## src/rtl/fifo_rr_pop_arbiter.sv

```systemverilog
// ---------------------------------------------------------------------------
// fifo_rr_pop_arbiter
//
// Purpose:
//   Drains NUM_CH parallel source FIFOs one word per cycle using round-robin
//   arbitration. Each word is forwarded downstream tagged with the channel it
//   came from. Popping stops while the downstream stage reports almost-full
//   (dn_pause) or while enable is low. A word already popped is always
//   delivered.
//
//   The source FIFOs sample their read strobe at the clock edge and present
//   the popped word on buff_out one cycle later. Their empty flag also lags
//   by one cycle, so the channel popped in the previous cycle is never
//   eligible.
//
// Optional feature (macro ARB_URGENT_PRIO_EN):
//   Adds input fifo_almost_full. Eligible channels whose source FIFO is
//   almost full win over all other eligible channels. Round-robin order
//   from rr_ptr is applied inside whichever set is chosen.
//
// Ports:
//   clk              in   clock; all state changes on posedge
//   reset_L          in   asynchronous reset, active high
//   fifo_empty       in   per-channel empty flag from the source FIFOs
//   fifo_data        in   per-channel buff_out; ch i at [i*DATA_WIDTH +: DATA_WIDTH]
//   fifo_almost_full in   per-channel almost-full (ARB_URGENT_PRIO_EN only)
//   dn_pause         in   downstream almost-full; 1 = stop popping
//   enable           in   0 = no new pops; an in-flight word still completes
//   fifo_pop         out  one-hot read strobe to the source FIFOs
//   out_valid        out  one-cycle pulse per forwarded word
//   out_data         out  forwarded word (holds when out_valid=0)
//   out_ch           out  source channel of out_data (holds when out_valid=0)
//   fwd_count        out  words forwarded since reset, wraps
//   busy             out  FSM is not in IDLE
// ---------------------------------------------------------------------------
module fifo_rr_pop_arbiter #(
    parameter int NUM_CH     = 4,
    parameter int DATA_WIDTH = 6,
    parameter int CNT_WIDTH  = 8
) (
    input  logic                         clk,
    input  logic                         reset_L,
    input  logic [NUM_CH-1:0]            fifo_empty,
    input  logic [NUM_CH*DATA_WIDTH-1:0] fifo_data,
`ifdef ARB_URGENT_PRIO_EN
    input  logic [NUM_CH-1:0]            fifo_almost_full,
`endif
    input  logic                         dn_pause,
    input  logic                         enable,
    output logic [NUM_CH-1:0]            fifo_pop,
    output logic                         out_valid,
    output logic [DATA_WIDTH-1:0]        out_data,
    output logic [$clog2(NUM_CH)-1:0]    out_ch,
    output logic [CNT_WIDTH-1:0]         fwd_count,
    output logic                         busy
);

    localparam int              CH_W   = $clog2(NUM_CH);
    localparam logic [CH_W-1:0] CH_ONE = 1;

    typedef enum logic [1:0] {
        ST_IDLE   = 2'd0,
        ST_ACTIVE = 2'd1,
        ST_STALL  = 2'd2
    } state_t;

    state_t            r_state;
    logic [CH_W-1:0]   r_rr_ptr;
    logic [CH_W-1:0]   r_pop_ch_q;
    logic              r_pop_vld_q;

    logic [NUM_CH-1:0] w_elig;
    logic [NUM_CH-1:0] w_cand;
    logic              w_any_elig;
    logic              w_any_ready;
    logic              w_grant_found;
    logic [CH_W-1:0]   w_grant_ch;
    logic              w_do_pop;

    // A channel popped last cycle still shows non-empty because of the flag
    // lag, so it sits out one cycle.
    generate
        for (genvar gi = 0; gi < NUM_CH; gi++) begin : g_elig
            assign w_elig[gi] = !fifo_empty[gi] &&
                                !(r_pop_vld_q && (r_pop_ch_q == CH_W'(gi)));
        end
    endgenerate

`ifdef ARB_URGENT_PRIO_EN
    logic [NUM_CH-1:0] w_urgent;
    assign w_urgent = w_elig & fifo_almost_full;
    assign w_cand   = (|w_urgent) ? w_urgent : w_elig;
`else
    assign w_cand   = w_elig;
`endif

    assign w_any_elig  = |w_elig;
    assign w_any_ready = |(~fifo_empty);

    // First candidate at or after rr_ptr. Scanning downwards lets the
    // smallest offset win without an early exit.
    always_comb begin
        logic [CH_W-1:0] w_idx;
        w_grant_found = 1'b0;
        w_grant_ch    = '0;
        w_idx         = '0;
        for (int k = NUM_CH - 1; k >= 0; k--) begin
            w_idx = r_rr_ptr + CH_W'(k);
            if (w_cand[w_idx]) begin
                w_grant_found = 1'b1;
                w_grant_ch    = w_idx;
            end
        end
    end

    // The strobe is decoded from registered state plus the current flags so
    // that a pause or an empty flag seen this cycle blocks the pop this cycle.
    // The granted channel is captured into r_pop_ch_q/r_pop_vld_q.
    assign w_do_pop = (r_state == ST_ACTIVE) && enable && !dn_pause && w_grant_found;

    always_comb begin
        fifo_pop = '0;
        if (w_do_pop) begin
            fifo_pop[w_grant_ch] = 1'b1;
        end
    end

    assign busy = (r_state != ST_IDLE);

    always_ff @(posedge clk or posedge reset_L) begin
        if (reset_L) begin
            r_state     <= ST_IDLE;
            r_rr_ptr    <= '0;
            r_pop_ch_q  <= '0;
            r_pop_vld_q <= 1'b0;
            out_valid   <= 1'b0;
            out_data    <= '0;
            out_ch      <= '0;
            fwd_count   <= '0;
        end else begin
            r_pop_vld_q <= w_do_pop;
            if (w_do_pop) begin
                r_pop_ch_q <= w_grant_ch;
                r_rr_ptr   <= w_grant_ch + CH_ONE;
            end

            // Source buff_out is valid the cycle after the pop.
            out_valid <= r_pop_vld_q;
            if (r_pop_vld_q) begin
                out_data  <= fifo_data[r_pop_ch_q*DATA_WIDTH +: DATA_WIDTH];
                out_ch    <= r_pop_ch_q;
                fwd_count <= fwd_count + 1'b1;
            end

            case (r_state)
                ST_IDLE: begin
                    if (enable && !dn_pause && w_any_elig) begin
                        r_state <= ST_ACTIVE;
                    end
                end
                ST_ACTIVE: begin
                    if (dn_pause) begin
                        r_state <= ST_STALL;
                    end else if (!enable) begin
                        r_state <= ST_IDLE;
                    end else if (!w_any_elig && !w_any_ready) begin
                        r_state <= ST_IDLE;
                    end
                    // Non-empty but nothing eligible means only the channel
                    // popped last cycle has data; holding ACTIVE lets a lone
                    // channel stream every other cycle.
                end
                ST_STALL: begin
                    if (!dn_pause) begin
                        r_state <= (enable && w_any_elig) ? ST_ACTIVE : ST_IDLE;
                    end
                end
                default: r_state <= ST_IDLE;
            endcase
        end
    end

endmodule

```

## config.mk

```make
export PLATFORM = sky130hd
export DESIGN_NAME = fifo_rr_pop_arbiter
export DESIGN_NICKNAME = d
export VERILOG_FILES = /design/src/rtl/fifo_rr_pop_arbiter.sv
export SDC_FILE = /design/constraint.sdc
export NUM_CORES = 1
export LEC_CHECK = 0
export ABC_AREA = 1
export BUFFER_PORTS_ARGS = -buffer_cell sky130_fd_sc_hd__buf_2
export CORE_MARGIN = 5
export CORE_UTILIZATION = 45
export CTS_BUF_LIST = sky130_fd_sc_hd__clkbuf_2
export DETAILED_ROUTE_END_ITERATION = 10
export PLACE_DENSITY = 0.74
export SYNTH_ARGS = -nofsm -noshare
export SYNTH_HDL_FRONTEND = slang
export SYNTH_SLANG_ARGS = --single-unit
```

## constraint.sdc

```tcl
create_clock -name clk -period 2.75 [get_ports clk]
set_input_delay 0.4125 -clock clk [delete_from_list [all_inputs] [get_ports clk]]
set_output_delay 0.4125 -clock clk [all_outputs]
set_load 0.1 [all_outputs]
```

==> results.py <==
metrics = {
    "floorplanning": {
        "die_w_um": 66.1,
        "core_mm2": 0.00303,
        "dieArea_mm2": 0.00436,
        "num_rows": 20,
        "start_util_pct": 46.7,
        "die_y_um": 66.1,
        "ios": 54,
    },
    "cts": {
        "clock_latency_ns": 0.32,
        "cts.clk_slew.worst_paths_ns": 0.22,
        "ctsLongestPathBuffers": 2,
        "cts_tree": "yes",
        "cts-root-buf": "clkbuf_2",
        "clkSinkCount": 24,
        "hold_buffers": 0,
        "cts-buffers-inserted": 3,
        "h-tree-depth": 1,
    },
    "synth": {
        "yosys_register_bits": 24,
        "yosysSeqAreaShare_pct": 42.5,
        "synth_nets": 223,
        "synthCells": 190,
        "synth.avg_cell_area_um2": 7.44,
        "ys_warn_count": 0,
        "ys_types": 27,
        "netlist_area_mm2": 0.00141,
    },
    "drt": {
        "dr.pass1.iters": 4,
        "wl_met2_um": 1750,
        "routed_wl_um": 3350,
        "detail-route-antenna-nets": 0,
        "drc_errors": 0,
        "vias": 1396,
        "first_iter_violations": 58,
        "top_layer": "met4",
        "routedWlPerCell_um": 11.5,
        "wl_met3_um": 123,
        "met1_length_um": 1450,
        "via_per_inst": 4.78,
    },
    "power": {
        "total_power_mw": 2.33,
        "leakage_nw": 1.08,
        "power_density_mw_per_mm2": 1220,
        "ir_worst_vdd_mv": 0.484,
    },
    "timing": {
        "finalCriticalPeriod_ns": 2.51,
        "setup_slack_ns": 0.236,
        "setup_violations": 0,
        "clock_skew_ns": 0.00204,
        "fin_crit_sh_pct": 91.4,
        "timing.fmax_mhz": 398,
        "relSlewSlack_pct": 39.9,
        "tightest_slew_ns": 0.901,
        "drv_slew": 0,
        "hold_viol": 0,
    },
    "grt": {
        "track_usage_pct": 15.8,
        "grt_pass1_wl_um": 5510,
        "grt_max_degree": 25,
        "gr-total-overflow": 0,
        "grt_pass1_vias": 1263,
        "antenna_found_initial": 0,
    },
    "finish": {
        "diodes": 0,
        "nets": 282,
        "synthToLayoutAreaGrowth_pct": 35.6,
        "n_fill_cell": 287,
        "layout.cells.most_common": "nand2_1",
        "final_cells": 292,
        "layout-drive-gt1-share_pct": 37.5,
        "final_cell_mix": "56 x nand2_1, 49 x buf_2, 22 x inv_1",
    },
    "place": {
        "post-dp-hpwl_um": 2610,
        "portBuffers": 53,
        "dp_slack_ns": 0.518,
        "globalplace.congestion": 0.907,
        "dp.cells": 285,
    },
    "critical_path": {
        "required_ns": 2.34,
        "crit_path_start_kind": "flip-flop",
        "worstSetupEndpointType": "output pin",
        "crit_fanout": 8,
        "critPathArrivalTime_ns": 2.10,
        "critPathKind": "reg2out",
    },
    "hold_path": {
        "min_path_type": "in2async",
    },
    "run_status": {
        "status": "completed",
    },
    "flow_run": {
        "drv_cap": 0,
    },
}
## layout make-up
class	instances	area, um^2	share of cell area [%]
well taps	44	55.1	2.87
clock buffers	3	15.0	0.783
flip-flops and latches	24	604	31.5
inverters	27	104	5.42
clock inverters	1	30.0	1.57
multi-input cells	136	741	38.6
repair buffers	57	368	19.2
## final timing paths
kind / startpoint / end / slack (ns) / cells past startpoint
max in group asynchronous: reset_L / r_pop_ch_q[1] / 1.92 / 2
hold reg to reg: r_pop_vld_q / out_valid / 0.50 / 0
min in group clk: dn_pause / r_state[0] / 0.29 / 2
hold / removal: reset_L / out_data[2] / 0.23 / 2
setup / recovery: r_pop_vld_q / fifo_pop[0] / 0.24 / 15
setup reg to reg: r_pop_vld_q / r_pop_ch_q[0] / 1.13 / 13
## sequential cells by signal (all words and copies together), names as in the netlist
name / flops
fwd_count: 8
out_ch: 2
out_data: 6
out_valid: 1
r_pop_ch_q: 2
r_pop_vld_q: 1
r_rr_ptr: 2
r_state: 2
## synth_stat cells
library cell / instances / share of area, %
dfrtp_1: 24 / 42
nand3_2: 3 / 2.1
ha_1: 1 / 0.88
inv_1: 24 / 6.4
o21ai_0: 3 / 1.1
nor2_1: 12 / 3.2
nand4_1: 3 / 1.3
xnor2_1: 3 / 1.9
o2111ai_1: 1 / 0.62
xor2_1: 4 / 2.5
nand3_1: 14 / 5.0
nand2_1: 61 / 16
nand3b_1: 1 / 0.53
or2_2: 2 / 0.88
a21oi_1: 4 / 1.4
nor2_4: 1 / 0.80
a22oi_1: 7 / 3.7
o41ai_1: 1 / 0.62
buf_1: 1 / 0.27
a31oi_1: 2 / 0.88
nor3_1: 1 / 0.35
buf_2: 2 / 0.71
a41oi_1: 2 / 1.2
inv_2: 3 / 0.80
nand2_2: 6 / 2.7
nor2_2: 2 / 0.88
o21ai_1: 2 / 0.71
## cells by family (layout without fill, tap and decap cells)
| family | count (synthesis) | after routing | synth area share, % |
|---|---|---|---|
| and+or+nand+nor | 106 | 106 | 33.9 |
| buffers and inverters | 30 | 88 | 8.14 |
| adders and majority gates | 1 | 1 | 0.885 |
| DFF | 24 | 24 | 42.5 |
| xor gates and xnor gates | 7 | 7 | 4.34 |
| AOI/OAI and AO/OA | 22 | 22 | 10.3 |
## critical path: stages (launching register included)
cell     delay, ns
dfrtp_1       0.47
buf_12        0.16
nand2_1       0.07
nand3_1       0.09
nand2_2       0.10
nand2_2       0.06
nand2_2       0.09
inv_2         0.04
nand2_2       0.06
nand2_2       0.06
inv_1         0.05
nand2_1       0.06
nand2_2       0.08
nand2_2       0.06
nor2_2        0.15
buf_12        0.19
## layer usage
layer	vias to the layer above	global-route usage (%)
met4	0	4.57
met5	-	0
li1	723	-
met1	649	20.3
met2	22	28.0
met3	2	1.36
## where the power goes
part           internal, mW  switching (mW)  leakage [nW]
Sequential            0.466           0.134         0.300
Combinational         0.362            1.14         0.757
Clock                 0.125           0.103        0.0266
Total                 0.953            1.38          1.08
## timing repair
item	4_1_cts	5_1_grt
resized for setup	0	19
setup buffers	0	3
setup endpoints to repair	0	4
## per-stage QoR
step / hold slack, ns / cell area [um^2] / util (%) / TNS [ns]
3_5_place_dp: 0.388 / 1790 / 59.1 / 0
3_3_place_gp: 0.379 / 1790 / 59.1 / 0
4_1_cts: 0.244 / 1840 / 60.6 / 0
5_1_grt: 0.263 / 1920 / 63.3 / -0.00373
2_1_floorplan: 0.387 / 1420 / - / 0
6_report: 0.235 / 1920 / 63.3 / 0
No activity file was read; power rests on OpenSTA's default activity.
